`config.mk`:
```
export PLATFORM = sky130hd
export DESIGN_NAME = vp_spec_controller
export DESIGN_NICKNAME = d
export VERILOG_FILES = /design/src/rtl/vp_spec_controller.sv
export SDC_FILE = /design/constraint.sdc
export NUM_CORES = 1
export LEC_CHECK = 0
export CAP_MARGIN = 30
export CORE_MARGIN = 4
export CORE_UTILIZATION = 37
export CTS_CLUSTER_SIZE = 30
export DETAILED_ROUTE_END_ITERATION = 8
export PLACE_DENSITY = 0.86
export SLEW_MARGIN = 20
export SYNTH_ARGS = -nofsm -noshare
export SYNTH_HDL_FRONTEND = slang
export SYNTH_SLANG_ARGS = --single-unit
```
`constraint.sdc`:
```
create_clock -name clk -period 3.6 [get_ports clk]
set_clock_uncertainty 0.1 [all_clocks]
set_input_delay 0.72 -clock clk [delete_from_list [all_inputs] [get_ports clk]]
set_output_delay 0.72 -clock clk [all_outputs]
set_load 0.05 [all_outputs]
```
`src/rtl/vp_spec_controller.sv`:
```
// vp_spec_controller: one load value-prediction episode (snapshot, speculate, commit or recover).
// Optional VP_STATS_EN enables saturating episode counters (stats_event hooks under SIMULATION).
module vp_spec_controller #(
    parameter int DATA_WIDTH      = 32,
    parameter int MAX_SPEC_CYCLES = 64,
    parameter int CNT_W           = $clog2(MAX_SPEC_CYCLES)
) (
    input  logic                  clk,
    input  logic                  rst_n,
    input  logic                  load_miss,
    input  logic                  pred_valid,
    input  logic [DATA_WIDTH-1:0] pred_data,
    input  logic                  fill_valid,
    input  logic [DATA_WIDTH-1:0] fill_data,
    output logic                  snap_req,
    input  logic                  snap_done,
    output logic                  recover_req,
    input  logic                  recover_done,
    output logic                  spec_valid,
    output logic [DATA_WIDTH-1:0] spec_value,
    output logic                  spec_active,
    output logic                  mem_stall,
    output logic                  commit,
    output logic                  flush_pipe,
    output logic [31:0]           stat_commits,
    output logic [31:0]           stat_mispredicts,
    output logic [31:0]           stat_timeouts
);
    typedef enum logic [1:0] {IDLE, SNAP, SPEC, RECOVER} state_t;
    localparam logic [CNT_W-1:0] TMAX = CNT_W'(MAX_SPEC_CYCLES - 1);
    state_t                r_state;
    state_t                w_next;
    logic [DATA_WIDTH-1:0] r_pred;
    logic [CNT_W-1:0]      r_timer;
    logic                  r_snap_req, r_mem_stall, r_spec_valid, r_spec_active, r_recover_req;
    logic                  r_commit, r_flush;
    logic                  w_commit, w_mispred, w_timeout;
    always_comb begin
        w_next    = r_state;
        w_commit  = 1'b0;
        w_mispred = 1'b0;
        w_timeout = 1'b0;
        unique case (r_state)
            IDLE:    w_next = (load_miss && pred_valid) ? SNAP : IDLE;
            SNAP:    w_next = fill_valid ? IDLE : (snap_done ? SPEC : SNAP);
            SPEC: begin
                // a fill in the timeout cycle is evaluated; the timeout only fires without one
                w_commit  = fill_valid && (fill_data == r_pred);
                w_mispred = fill_valid && (fill_data != r_pred);
                w_timeout = !fill_valid && (r_timer == TMAX);
                w_next    = w_commit ? IDLE : ((w_mispred || w_timeout) ? RECOVER : SPEC);
            end
            RECOVER: w_next = recover_done ? IDLE : RECOVER;
            default: w_next = IDLE;
        endcase
    end
    always_ff @(posedge clk) begin
        if (!rst_n) begin
            r_state       <= IDLE;
            r_pred        <= '0;
            r_timer       <= '0;
            r_snap_req    <= 1'b0;
            r_mem_stall   <= 1'b0;
            r_spec_valid  <= 1'b0;
            r_spec_active <= 1'b0;
            r_recover_req <= 1'b0;
            r_commit      <= 1'b0;
            r_flush       <= 1'b0;
        end else begin
            r_state       <= w_next;
            r_pred        <= (r_state == IDLE && load_miss && pred_valid) ? pred_data : r_pred;
            r_timer       <= (r_state == SPEC && w_next == SPEC) ? r_timer + 1'b1 : '0;
            r_snap_req    <= w_next == SNAP;
            r_mem_stall   <= w_next == SNAP;
            r_spec_valid  <= w_next == SPEC;
            r_spec_active <= (w_next == SPEC) || (w_next == RECOVER);
            r_recover_req <= w_next == RECOVER;
            r_commit      <= w_commit;
            r_flush       <= w_mispred || w_timeout;
        end
    end
    assign snap_req    = r_snap_req;
    assign mem_stall   = r_mem_stall;
    assign spec_valid  = r_spec_valid;
    assign spec_value  = r_pred;
    assign spec_active = r_spec_active;
    assign recover_req = r_recover_req;
    assign commit      = r_commit;
    assign flush_pipe  = r_flush;
`ifdef VP_STATS_EN
    logic [31:0] r_commits, r_mispredicts, r_timeouts;
    always_ff @(posedge clk) begin
        if (!rst_n) begin
            r_commits     <= '0;
            r_mispredicts <= '0;
            r_timeouts    <= '0;
        end else begin
            r_commits     <= (w_commit && r_commits != '1) ? r_commits + 1'b1 : r_commits;
            r_mispredicts <= (w_mispred && r_mispredicts != '1) ? r_mispredicts + 1'b1 : r_mispredicts;
            r_timeouts    <= (w_timeout && r_timeouts != '1) ? r_timeouts + 1'b1 : r_timeouts;
        end
    end
`ifdef SIMULATION
    function automatic void stats_event(input string name);
        $display("stats_event %s", name);
    endfunction
    always_ff @(posedge clk) begin
        if (rst_n && w_commit) stats_event("vp_commit");
        if (rst_n && w_mispred) stats_event("vp_mispredict");
        if (rst_n && w_timeout) stats_event("vp_timeout");
    end
`endif
    assign stat_commits     = r_commits;
    assign stat_mispredicts = r_mispredicts;
    assign stat_timeouts    = r_timeouts;
`else
    assign stat_commits     = '0;
    assign stat_mispredicts = '0;
    assign stat_timeouts    = '0;
`endif
endmodule

```
==> impl_results.md, run 1 <==
* Run status: finished, final reports clean
* H-tree depth at 2
* Post-CTS Resized at 0
* Vert. Die Dim at 94.92 microns
* Crit Path Class: in2reg
* Die W at 94.92 microns
* Number of diodes at 0
* Slowest stage delay, CP at 430 ps
* All-layer global routing usage at 0.1469
* GR Util met2 at 0.2907
* Final ANT Viol Nets at 0
* Seq/Total Area, Yosys at 0.3295
* RSZ-0062 raised after global routing: false
* TritonCTS sink count at 46
* Worst vdd ir at 163.1 uV
* Actual slew at the worst max-slew pin at 537.7 ps
* Largest net degree at the start of global routing at 33
* Share of layout cells above drive strength 1 at 0.02703
* Initial antenna violation count at 1
* WP data required at 3650 ps
* Max Root-Sink Buffers at 2
* Max_slew headroom at 0.6404
* Pre-Repair DR Iteration Count at 4
* Synth Area per Inst at between 8 and 9 sq um
* Largest family of logic cells by synthesized area: buffers and inverters
* Max Fclk at between 400 and 500 MHz
* Setup TNS at 0 ps
* Final-report hold violation count at 0
* Min-Delay Path Class: reg2reg
* XOR/XNOR Fraction of Synth Area at 0.1128
* Maximum capacitance violations at 0
* FF-to-FF path depth at 5
* Drt wl/cell at 12.84 microns
* Final net count at 515
* Post-Synth Simple-Gate Area at 0.1580
* Worst hold-check slack at between 300 and 400 ps
* Compound-gate portion of the synthesized area at 0.1173
* Routed via count at 2257
* Seq cells post-synth at 46
* Min cycle time layout at 2433 ps
* Critical path fanouts, max at 4
* Layout Area Growth over Synthesis at 32.77%
* Setup crit end kind: flip-flop
* Post-synth cell types at 29
* Mux cell area share after synthesis at 0
* Final period util at 0.6757
* # rows at 31
* Final HPWL DP at 5759 microns
* Max-slew violations at 0
* Startpoint types: input port
* Worst-Skew Late Latency at 290 ps
* Clock-pin slew on the worst setup and hold paths at 90 ps
* Gpl congestion at 0.7741
* Core area at 7292 sq um
* WL final at between 6000 and 7000 microns
* Post-Syn Area at 2795 sq um
* Setup bufs post-CTS at 0
* Reg-to-Reg End: r_state[0]$_SDFF_PN0_
* Setup slack at placement at ~840 ps
* Vias in the first global route at ~2200
* CTS tree: built
* Initial DRC Count at 82
* Post-Synth Adder-Cell Area at 0.004476
* Worst path slowest cell: nor3_1
* Ports at 206
* CTS root buf: clkbuf_8
* Worst reg2reg startpoint: spec_value[6]$_SDFFE_PN0P_
* GRT busiest layer: met2
* Buffers added on ports at 109
* Crit path DAT at 2480 ps
* Met3 Use GR at 0.05578
* Die ar. at 9009 sq um
* First-pass GRT wire length at around 10000 microns
* Inserted Clock Buffers at 5
* Final worst setup slack at ~1200 ps
* Vias per cell at approximately 4.2
* Total chip power at 1359 uW
* Initial Util at 0.3833
* Worst Hold End: r_timer[0]$_SDFF_PN0_
* CTS Hold Buffers Added at 0
* Worst-path cell chain: clkdlybuf4s50_1 > xor2_1 > nor4_1 > nand4_1 > nor3_1 > o21ai_0
* Grt total ovfl at 0
* Flop-to-flop setup slack at 1650 ps
* Met1 Use GR at 0.1412
* Cells after Synth at 337
* Leak pwr at ~0.0016 uW
* Drc violations at 0
* PwrDens at about 370 nW/um^2
* Hold path cells at 1
* Final setup viols at 0
* Hold Startpoint: r_timer[0]$_SDFF_PN0_
* Syn. warnings at 0
* CP startpoint: fill_data[6]
==> cell families after synthesis <==
logic type                 after synthesis
other                                    1
buffers and inverters                  109
DFF                                     46
xor gates and xnor gates                36
adders and majority gates                1
and+or+nand+nor                        100
AOI/OAI and AO/OA                       44
==> metal layers <==
| layer | wire, microns | vias up | share of wire |
|---|---|---|---|
| met4 | 91 | 2 | 0.013 |
| met5 | 10 | - | 0.0014 |
| met3 | 687 | 8 | 0.099 |
| met2 | 3829 | 114 | 0.55 |
| li1 | - | 1099 | - |
| met1 | 2354 | 1034 | 0.34 |
==> final cells by class <==
cell class,count,area (sq um)
fillers,698,3581
multi-input cells,277,1458
repair buffers,112,1114
flip-flops and latches,46,920.9
well taps,99,123.9
clock buffers,7,86.33
clock inverters,1,5.005
inverters,1,3.754
==> cells in the final DEF, fill, tap and decap left out, types with 2 or more instances in the layout <==
cell,n
buf_4,3
o21a_1,4
and3_1,4
clkbuf_8,6
nor3_1,3
a21boi_0,32
nor4_1,7
nor2_1,8
nor2b_1,3
conb_1,96
nand3_1,5
a21oi_1,2
xor2_1,32
nand2_1,64
clkdlybuf4s50_1,109
xnor2_1,4
dfxtp_1,46
o21ai_0,2
==> stage by stage <==
stage | utilization | cell area (sq um) | instances
floorplan | - | 3152 | 432
global placement | 0.4964 | 3620 | 535
detailed placement | 0.4964 | 3620 | 535
CTS | 0.5089 | 3711 | 543
global route | 0.5089 | 3711 | 543
finish | 0.5089 | 3711 | 543
==> worst max-delay path, delay by kind of cell <==
kind            cells  cell delay (ps)
compound gates      1              140
buf+inv             1              410
simple gates        3             1050
xor+xnor            1              150
==> how the worst max path moves through the flow <==
stage                                  to  slack (ps)
global placement     mem_stall$_SDFF_PN0_         800
detailed placement   mem_stall$_SDFF_PN0_         840
finish              r_state[0]$_SDFF_PN0_        1170
floorplan            mem_stall$_SDFF_PN0_        1590
CTS                  mem_stall$_SDFF_PN0_        1150
global route        r_state[0]$_SDFF_PN0_        1050
==> state kept, by name, indices dropped and copies added, names as in the netlist <==
name / cells
spec_value: 32
spec_valid: 1
r_state: 2
spec_active: 1
commit: 1
recover_req: 1
mem_stall: 1
flush_pipe: 1
r_timer: 6
==> report_power, final <==
group          internal [uW]  switching, uW  leakage [uW]
combinational            132            356       0.00115
sequential               528           17.8      0.000374
clock                    155            169     0.0000482
==> cells in the mapped netlist (all sizes together) <==
| cell type | n | area, sq um |
|---|---|---|
| nor3 | 3 | 15.01 |
| inv | 1 | 3.750 |
| nor3b | 1 | 7.510 |
| o21ai | 2 | 10.01 |
| nand3b | 1 | 7.510 |
| conb | 1 | 3.750 |
| nand4 | 1 | 6.260 |
| nor2b | 3 | 18.77 |
| nor4 | 7 | 43.79 |
| xor2 | 32 | 280.3 |
| o21a | 4 | 30.03 |
| nor4bb | 1 | 10.01 |
| nand3 | 5 | 25.02 |
| clkbuf | 11 | 41.29 |
| or3 | 1 | 6.260 |
| nor2 | 8 | 30.03 |
| a31oi | 1 | 6.260 |
| a211oi | 1 | 12.51 |
| dfxtp | 46 | 920.9 |
| a21boi | 32 | 240.2 |
| ha | 1 | 12.51 |
| nand2 | 64 | 240.2 |
| xnor2 | 4 | 35.03 |
| nand2b | 1 | 6.260 |
| a21oi | 2 | 10.01 |
| o2bb2ai | 1 | 8.760 |
| and3 | 4 | 25.02 |
| o31a | 1 | 10.01 |
| buf | 97 | 728.2 |
No activity file was read; power rests on OpenSTA's default activity.
==> inputs of run 2 (changes only) <==
--- a/config.mk
+++ b/config.mk
@@ -7,10 +7,10 @@
 export LEC_CHECK = 0
 export CAP_MARGIN = 30
 export CORE_MARGIN = 4
-export CORE_UTILIZATION = 37
+export CORE_UTILIZATION = 35
 export CTS_CLUSTER_SIZE = 30
 export DETAILED_ROUTE_END_ITERATION = 8
-export PLACE_DENSITY = 0.86
+export PLACE_DENSITY = 0.82
 export SLEW_MARGIN = 20
 export SYNTH_ARGS = -nofsm -noshare
 export SYNTH_HDL_FRONTEND = slang
==> constraint.sdc (replaced) <==
create_clock -name clk -period 2.5 [get_ports clk]
set_clock_uncertainty 0.1 [all_clocks]
set_input_delay 0.5 -clock clk [delete_from_list [all_inputs] [get_ports clk]]
set_output_delay 0.5 -clock clk [all_outputs]
set_load 0.05 [all_outputs]
==> run 2 against run 1 <==
Net effect:
- via count increased by 1.7%
- sequential power is 44% higher
- utilization shrank 2.1 points
- critical path type unchanged
==> impl_results.md, run 2 (synthesis gave the netlist of run 1 again) <==
* Final setup viols at 0 (unchanged)
* Worst vdd ir at 295.8 uV (+81%)
* Most frequent cells in the layout: clkdlybuf4s50_1, conb_1, nand2_1, dfxtp_1
* Min cycle time layout at ~2300 ps
* Die ar. at 9480 sq um (+5.2%)
* H-tree depth at 2 (unchanged)
* Grt total ovfl at 0 (unchanged)
* CP bufs+invs at 2 (+1)
* Vert. Die Dim at 97.37 microns (+2.6%)
* Final HPWL DP at 5754 microns (about the same)
* Drt wl/cell at 12.83 microns (-0.12%)
* Crit path DAT at 2370 ps (-110 ps)
* Vias in the first global route at 2255 (+3.5%)
* Largest net degree at the start of global routing at 33 (unchanged)
* Worst path slowest cell: clkdlybuf4s50_1
* TritonCTS sink count at 46 (unchanged)
* Multi-input logic area at 1458 sq um (unchanged)
* Final net count at 520 (+0.97%)
* CTS root buf: clkbuf_8
* Reg area at 920.9 sq um (unchanged)
* Routed via count at 2295 (+1.7%)
* CTS tree: built
* Share of layout cells above drive strength 1 at 0.03786 (+0.01083)
* Vias per cell at 4.165 (+0.21%)
* Crit path max-delay family: simple AND/OR/NAND/NOR gates
* Initial Util at 0.3617 (-0.02160)
* Inserted Clock Buffers at 5 (unchanged)
* Ports at 206 (unchanged)
* Core area at 7727 sq um (+6.0%)
* Crit Path Class: in2reg
* RSZ-0062 raised after global routing: false
* Hold Startpoint: r_timer[0]$_SDFF_PN0_
* WL final at 7067 microns (+1.3%)
* Reg-to-Reg End: mem_stall$_SDFF_PN0_
* Run status: finished, final reports clean
* Setup TNS at 0 ps (unchanged)
* Critical path fanouts, max at 3 (-1)
* PwrDens at 543.9 nW/um^2 (+49%)
* CP startpoint: fill_data[10]
* Buffers added on ports at 109 (unchanged)
* Maximum capacitance violations at 0 (unchanged)
* # rows at 32 (+3.2%)
* Final period util at 0.9001
* Initial DRC Count at 44 (-46%)
* Die W at 97.37 microns (+2.6%)
* Placed inst area at 3661 sq um (+1.1%)
* Layout Area Growth over Synthesis at 34.92%
* Number of diodes at 0 (unchanged)
* Slowest stage delay, CP at 420 ps (about the same)
* Drc violations at 0 (unchanged)
* Max Fclk at approximately 440 MHz
* Worst reg2reg startpoint: spec_value[15]$_SDFFE_PN0P_
* Max Root-Sink Buffers at 2 (unchanged)
* Pre-Repair DR Iteration Count at 6 (+2)
* Actual slew at the worst max-slew pin at 540.6 ps (+2.813 ps)
* All-layer global routing usage at 0.1421 (-0.004807)
* Min-Delay Path Class: reg2reg
* Worst-Skew Late Latency at 300 ps (about the same)
* Max_slew headroom at 0.6385 (-0.001881)
* Final-report hold violation count at 0 (unchanged)
* Startpoint types: input port
* Final Cell Area at 3771 sq um (+1.6%)
* Post-CTS Resized at 0 (unchanged)
* Final ANT Viol Nets at 0 (unchanged)
* Setup bufs post-CTS at 0 (unchanged)
* Max-slew violations at 0 (unchanged)
* Clock-pin slew on the worst setup and hold paths at 90 ps (about the same)
* Flop-to-flop setup slack at 500 ps (-1150 ps)
* FF-to-FF path depth at 6 (+1)
* Setup crit end kind: flip-flop
* Worst hold-check slack at 359.0 ps (+0.6850 ps)
* Most common cell after layout, fill and taps aside: clkdlybuf4s50_1
* Gpl congestion at 0.7711 (-0.39%)
* Layout Utilization at 0.4880 (-0.02090)
* First-pass GRT wire length at 11010 microns (+7.6%)
* Leak pwr at 0.001602 uW (+1.9%)
* Largest register FFs at 32 (unchanged)
* CTS Hold Buffers Added at 0 (unchanged)
* Worst Hold End: r_timer[0]$_SDFF_PN0_
* WP data required at 2620 ps (-1030 ps)
* Hold path cells at 1 (unchanged)
* Worst-path cell chain: clkdlybuf4s50_1 > xor2_1 > nor4_1 > buf_4 > nand3_1 > or3_1 > a211oi_2
* Placed insts at 543 (+1.5%)
* Initial antenna violation count at 1 (unchanged)
* Filler cell count at 748 (+7.2%)
* Finished Layout Cells at 551 (+1.5%)
run 2: cell types whose count changed in the layout (fill, tap and decap cells not counted), sizes merged:
cell and delta:
buf +5, bufinv +1, clkbuf -1, clkinv -1, clkinvlp +1
run 2: layout make-up:
class                      instances  share of cell area
clock buffer                       6             0.01924
clock inverter                     2            0.009954
inverter                           1           0.0009954
multi-input combinational        277              0.3865
sequential                        46              0.2442
tap                              102             0.03384
timing repair buffer             117              0.3052
run 2: power by group:
group / internal [uW] / switching (uW)
clock: 299 / 257
combinational: 194 / 514
sequential: 761 / 27.3
run 2: worst max-delay path by stage:
| stage | to | slack, ps | cells past startpoint |
|---|---|---|---|
| floorplan | mem_stall$_SDFF_PN0_ | 580 | 5 |
| global placement | mem_stall$_SDFF_PN0_ | -120 | 7 |
| detailed placement | mem_stall$_SDFF_PN0_ | -100 | 7 |
| CTS | mem_stall$_SDFF_PN0_ | 180 | 7 |
| global route | mem_stall$_SDFF_PN0_ | 110 | 7 |
| finish | mem_stall$_SDFF_PN0_ | 250 | 7 |
run 2: metrics by stage:
step                setup WS, ps  total power (uW)
finish                     249.8              2051
CTS                        179.0              2075
floorplan                  575.2              1423
detailed placement        -104.2              1511
global route               108.7              2148
global placement          -121.7              1504
run 2: routing by layer:
metal  share of wire  wire length, microns  vias up  track usage
li1                -                     -     1111            -
met4           0.022                   153        2      0.04792
met5          0.0017                    12        -            0
met2            0.54                  3811      114       0.2710
met3           0.095                   673       16      0.04738
met1            0.34                  2416     1052       0.1428
==> inputs of run 3 (changes only) <==
--- a/config.mk
+++ b/config.mk
@@ -5,11 +5,11 @@
 export SDC_FILE = /design/constraint.sdc
 export NUM_CORES = 1
 export LEC_CHECK = 0
-export CAP_MARGIN = 30
 export CORE_MARGIN = 4
 export CORE_UTILIZATION = 35
 export CTS_CLUSTER_SIZE = 30
 export DETAILED_ROUTE_END_ITERATION = 8
+export MAX_ROUTING_LAYER = met4
 export PLACE_DENSITY = 0.82
 export SLEW_MARGIN = 20
 export SYNTH_ARGS = -nofsm -noshare
==> constraint.sdc (replaced) <==
create_clock -name clk -period 2.2 [get_ports clk]
set_clock_uncertainty 0.1 [all_clocks]
set_input_delay 0.44 -clock clk [delete_from_list [all_inputs] [get_ports clk]]
set_output_delay 0.44 -clock clk [all_outputs]
set_load 0.05 [all_outputs]
==> run 3 against run 2 <==
Net effect:
- non-clock buffer count up 3
- largest cell class unchanged
- sequential power up 14%
- largest power group unchanged
- hold slack worse by 5.9 ps
- combinational power up 14%
- critical path depth unchanged
==> impl_results.md, run 3 (synthesis gave the netlist of run 1 again) <==
* Most frequent cells in the layout: clkdlybuf4s50_1, conb_1, nand2_1, dfxtp_1
* Startpoint types: input port
* Sequential power share at 0.399 (+0.015)
* Min-Delay Path Class: reg2reg
* Gpl congestion at 0.7853 (+1.8%)
* H-tree depth at 2 (unchanged)
* Worst-path cell chain: clkdlybuf4s50_1 > xor2_1 > nor4_2 > buf_4 > nand3_1 > or3_1 > a211oi_2
* Core area at 7727 sq um (unchanged)
* Vert. Die Dim at 97.37 microns (unchanged)
* Pre-Repair DR Iteration Count at 4 (-2)
* Total length of routed met3 wires at 619 microns (-8.0%)
* CP startpoint: fill_data[10]
* Placed inst area at 3684 sq um (+0.62%)
* Leak pwr at 0.001611 uW (+0.55%)
* Vias in the first global route at 2151 (-4.6%)
* Critical path fanouts, max at 3 (unchanged)
* All-layer global routing usage at 0.1386 (-0.003429)
* Buffers added on ports at 109 (unchanged)
* CTS tree: built
* Layout Area Growth over Synthesis at 35.68%
* Min cycle time layout at 2126 ps
* CP bufs+invs at 2 (unchanged)
* NetSw at 925.4 uW (+16%)
* Setup crit end kind: flip-flop
* Int Pwr at 1319 uW (+5.2%)
* CTS root buf: clkbuf_8
* Initial antenna violation count at 1 (unchanged)
* Initial Util at 0.3617 (unchanged)
* Final ANT Viol Nets at 0 (unchanged)
* WL final at 6895 microns (-2.4%)
* Largest net degree at the start of global routing at 25 (-24%)
* Routed via count at 2297 (+0.087%)
* Max Used Layer: met4
* Inserted Clock Buffers at 5 (unchanged)
* Drc violations at 0 (unchanged)
* Vias per cell at 4.139 (-0.63%)
* Run status: finished, final reports clean
* Met2 routed WL at 3779 microns (-0.84%)
* Slowest stage delay, CP at 420 ps (about the same)
* Initial DRC Count at 51 (+16%)
* Actual slew at the worst max-slew pin at 549.3 ps (+8.736 ps)
* Worst vdd ir at 294.0 uV (-0.59%)
* Sw frac at 0.4123 (+0.02344)
* Final HPWL DP at 5755 microns (about the same)
* Worst reg2reg startpoint: spec_value[10]$_SDFFE_PN0P_
* Crit Path Class: in2reg
* Clock group share of total power at 0.241 (-0.030)
* Placed insts at 546 (+0.55%)
* Hold Startpoint: r_timer[0]$_SDFF_PN0_
* RSZ-0062 raised after global routing: false
* TritonCTS sink count at 46 (unchanged)
* Post-CTS Resized at 1 (+1)
* Most common cell after layout, fill and taps aside: clkdlybuf4s50_1
* WP data required at 2320 ps (-300 ps)
* Ports at 206 (unchanged)
* Drt wl/cell at 12.42 microns (-3.1%)
* Final Cell Area at 3792 sq um (+0.56%)
* Setup bufs post-CTS at 0 (unchanged)
* Max Fclk at 470.3 MHz
* Max-slew violations at 0 (unchanged)
* # rows at 32 (unchanged)
* Grt total ovfl at 0 (unchanged)
* Maximum capacitance violations at 0 (unchanged)
* Worst-Skew Late Latency at 300 ps (about the same)
* Crit path DAT at 2250 ps (-120 ps)
* CTS Hold Buffers Added at 0 (unchanged)
* Finished Layout Cells at 555 (+0.73%)
* Die W at 97.37 microns (unchanged)
* Setup TNS at 0 ps (unchanged)
* Worst path slowest cell: or3_1
* Max Root-Sink Buffers at 2 (unchanged)
* Largest register FFs at 32 (unchanged)
* First-pass GRT wire length at 10380 microns (-5.6%)
* Final net count at 523 (+0.58%)
* PwrDens at 591.9 nW/um^2 (+8.8%)
* M1 WL at 2381 microns (-1.4%)
* Final period util at 0.9665
* Final-report hold violation count at 0 (unchanged)
* Share of layout cells above drive strength 1 at 0.05088 (+0.01302)
* Clock-pin slew on the worst setup and hold paths at 100 ps (about the same)
* Gate power share at 0.360 (+0.015)
* Die ar. at 9480 sq um (unchanged)
* Crit path max-delay family: simple AND/OR/NAND/NOR gates
* Max_slew headroom at 0.6327 (-0.005842)
* Final setup viols at 0 (unchanged)
## run 3: power groups by stage
| stage | combinational [uW] | sequential, uW | clock (uW) |
|---|---|---|---|
| final | 809 | 895 | 540 |
| after global routing | 847 | 901 | 598 |
| after CTS | 808 | 896 | 559 |
| after detailed placement | 804 | 915 | 0 |
| after global placement | 799 | 914 | 0 |
| after floorplan | 602 | 1020 | 0 |
## run 3: final timing paths
path | endpoint | slack, ps | cells after the start
max | mem_stall$_SDFF_PN0_ | 70 | 7
max reg2reg | mem_stall$_SDFF_PN0_ | 250 | 6
min reg2reg | r_timer[0]$_SDFF_PN0_ | 350 | 1
min | r_timer[0]$_SDFF_PN0_ | 350 | 1
## run 3: worst reg2reg max path: stages, from the launching register on
cell	delay [ps]
dfxtp_1	350
xor2_1	180
nor4_2	330
buf_4	160
nand3_1	120
or3_1	420
a211oi_2	210
## run 3: routing by layer
| metal | vias up | GRT usage |
|---|---|---|
| met3 | 9 | 0.04235 |
| li1 | 1119 | - |
| met1 | 1062 | 0.1357 |
| met5 | - | - |
| met4 | 0 | 0.04260 |
| met2 | 107 | 0.2604 |
## run 3: final cells by class
class | instances | area, sq um
fill | 750 | 3935
multi-input combinational | 277 | 1470
timing repair buffer | 120 | 1174
sequential | 46 | 920.9
tap | 102 | 127.6
clock buffer | 5 | 68.82
clock inverter | 3 | 25.02
inverter | 1 | 3.754
antenna | 1 | 2.502
## run 3: metrics by stage
step | total power, uW | setup slack, ps | utilization | hold slack, ps
6_report | 2245 | 73.80 | 0.4908 | 353.1
5_1_grt | 2346 | 10.81 | 0.4908 | 385.5
4_1_cts | 2263 | 29.93 | 0.4896 | 354.8
3_5_place_dp | 1720 | -304.6 | 0.4767 | 338.6
3_3_place_gp | 1713 | -350.4 | 0.4767 | 323.7
2_1_floorplan | 1617 | 275.2 | - | 313.2
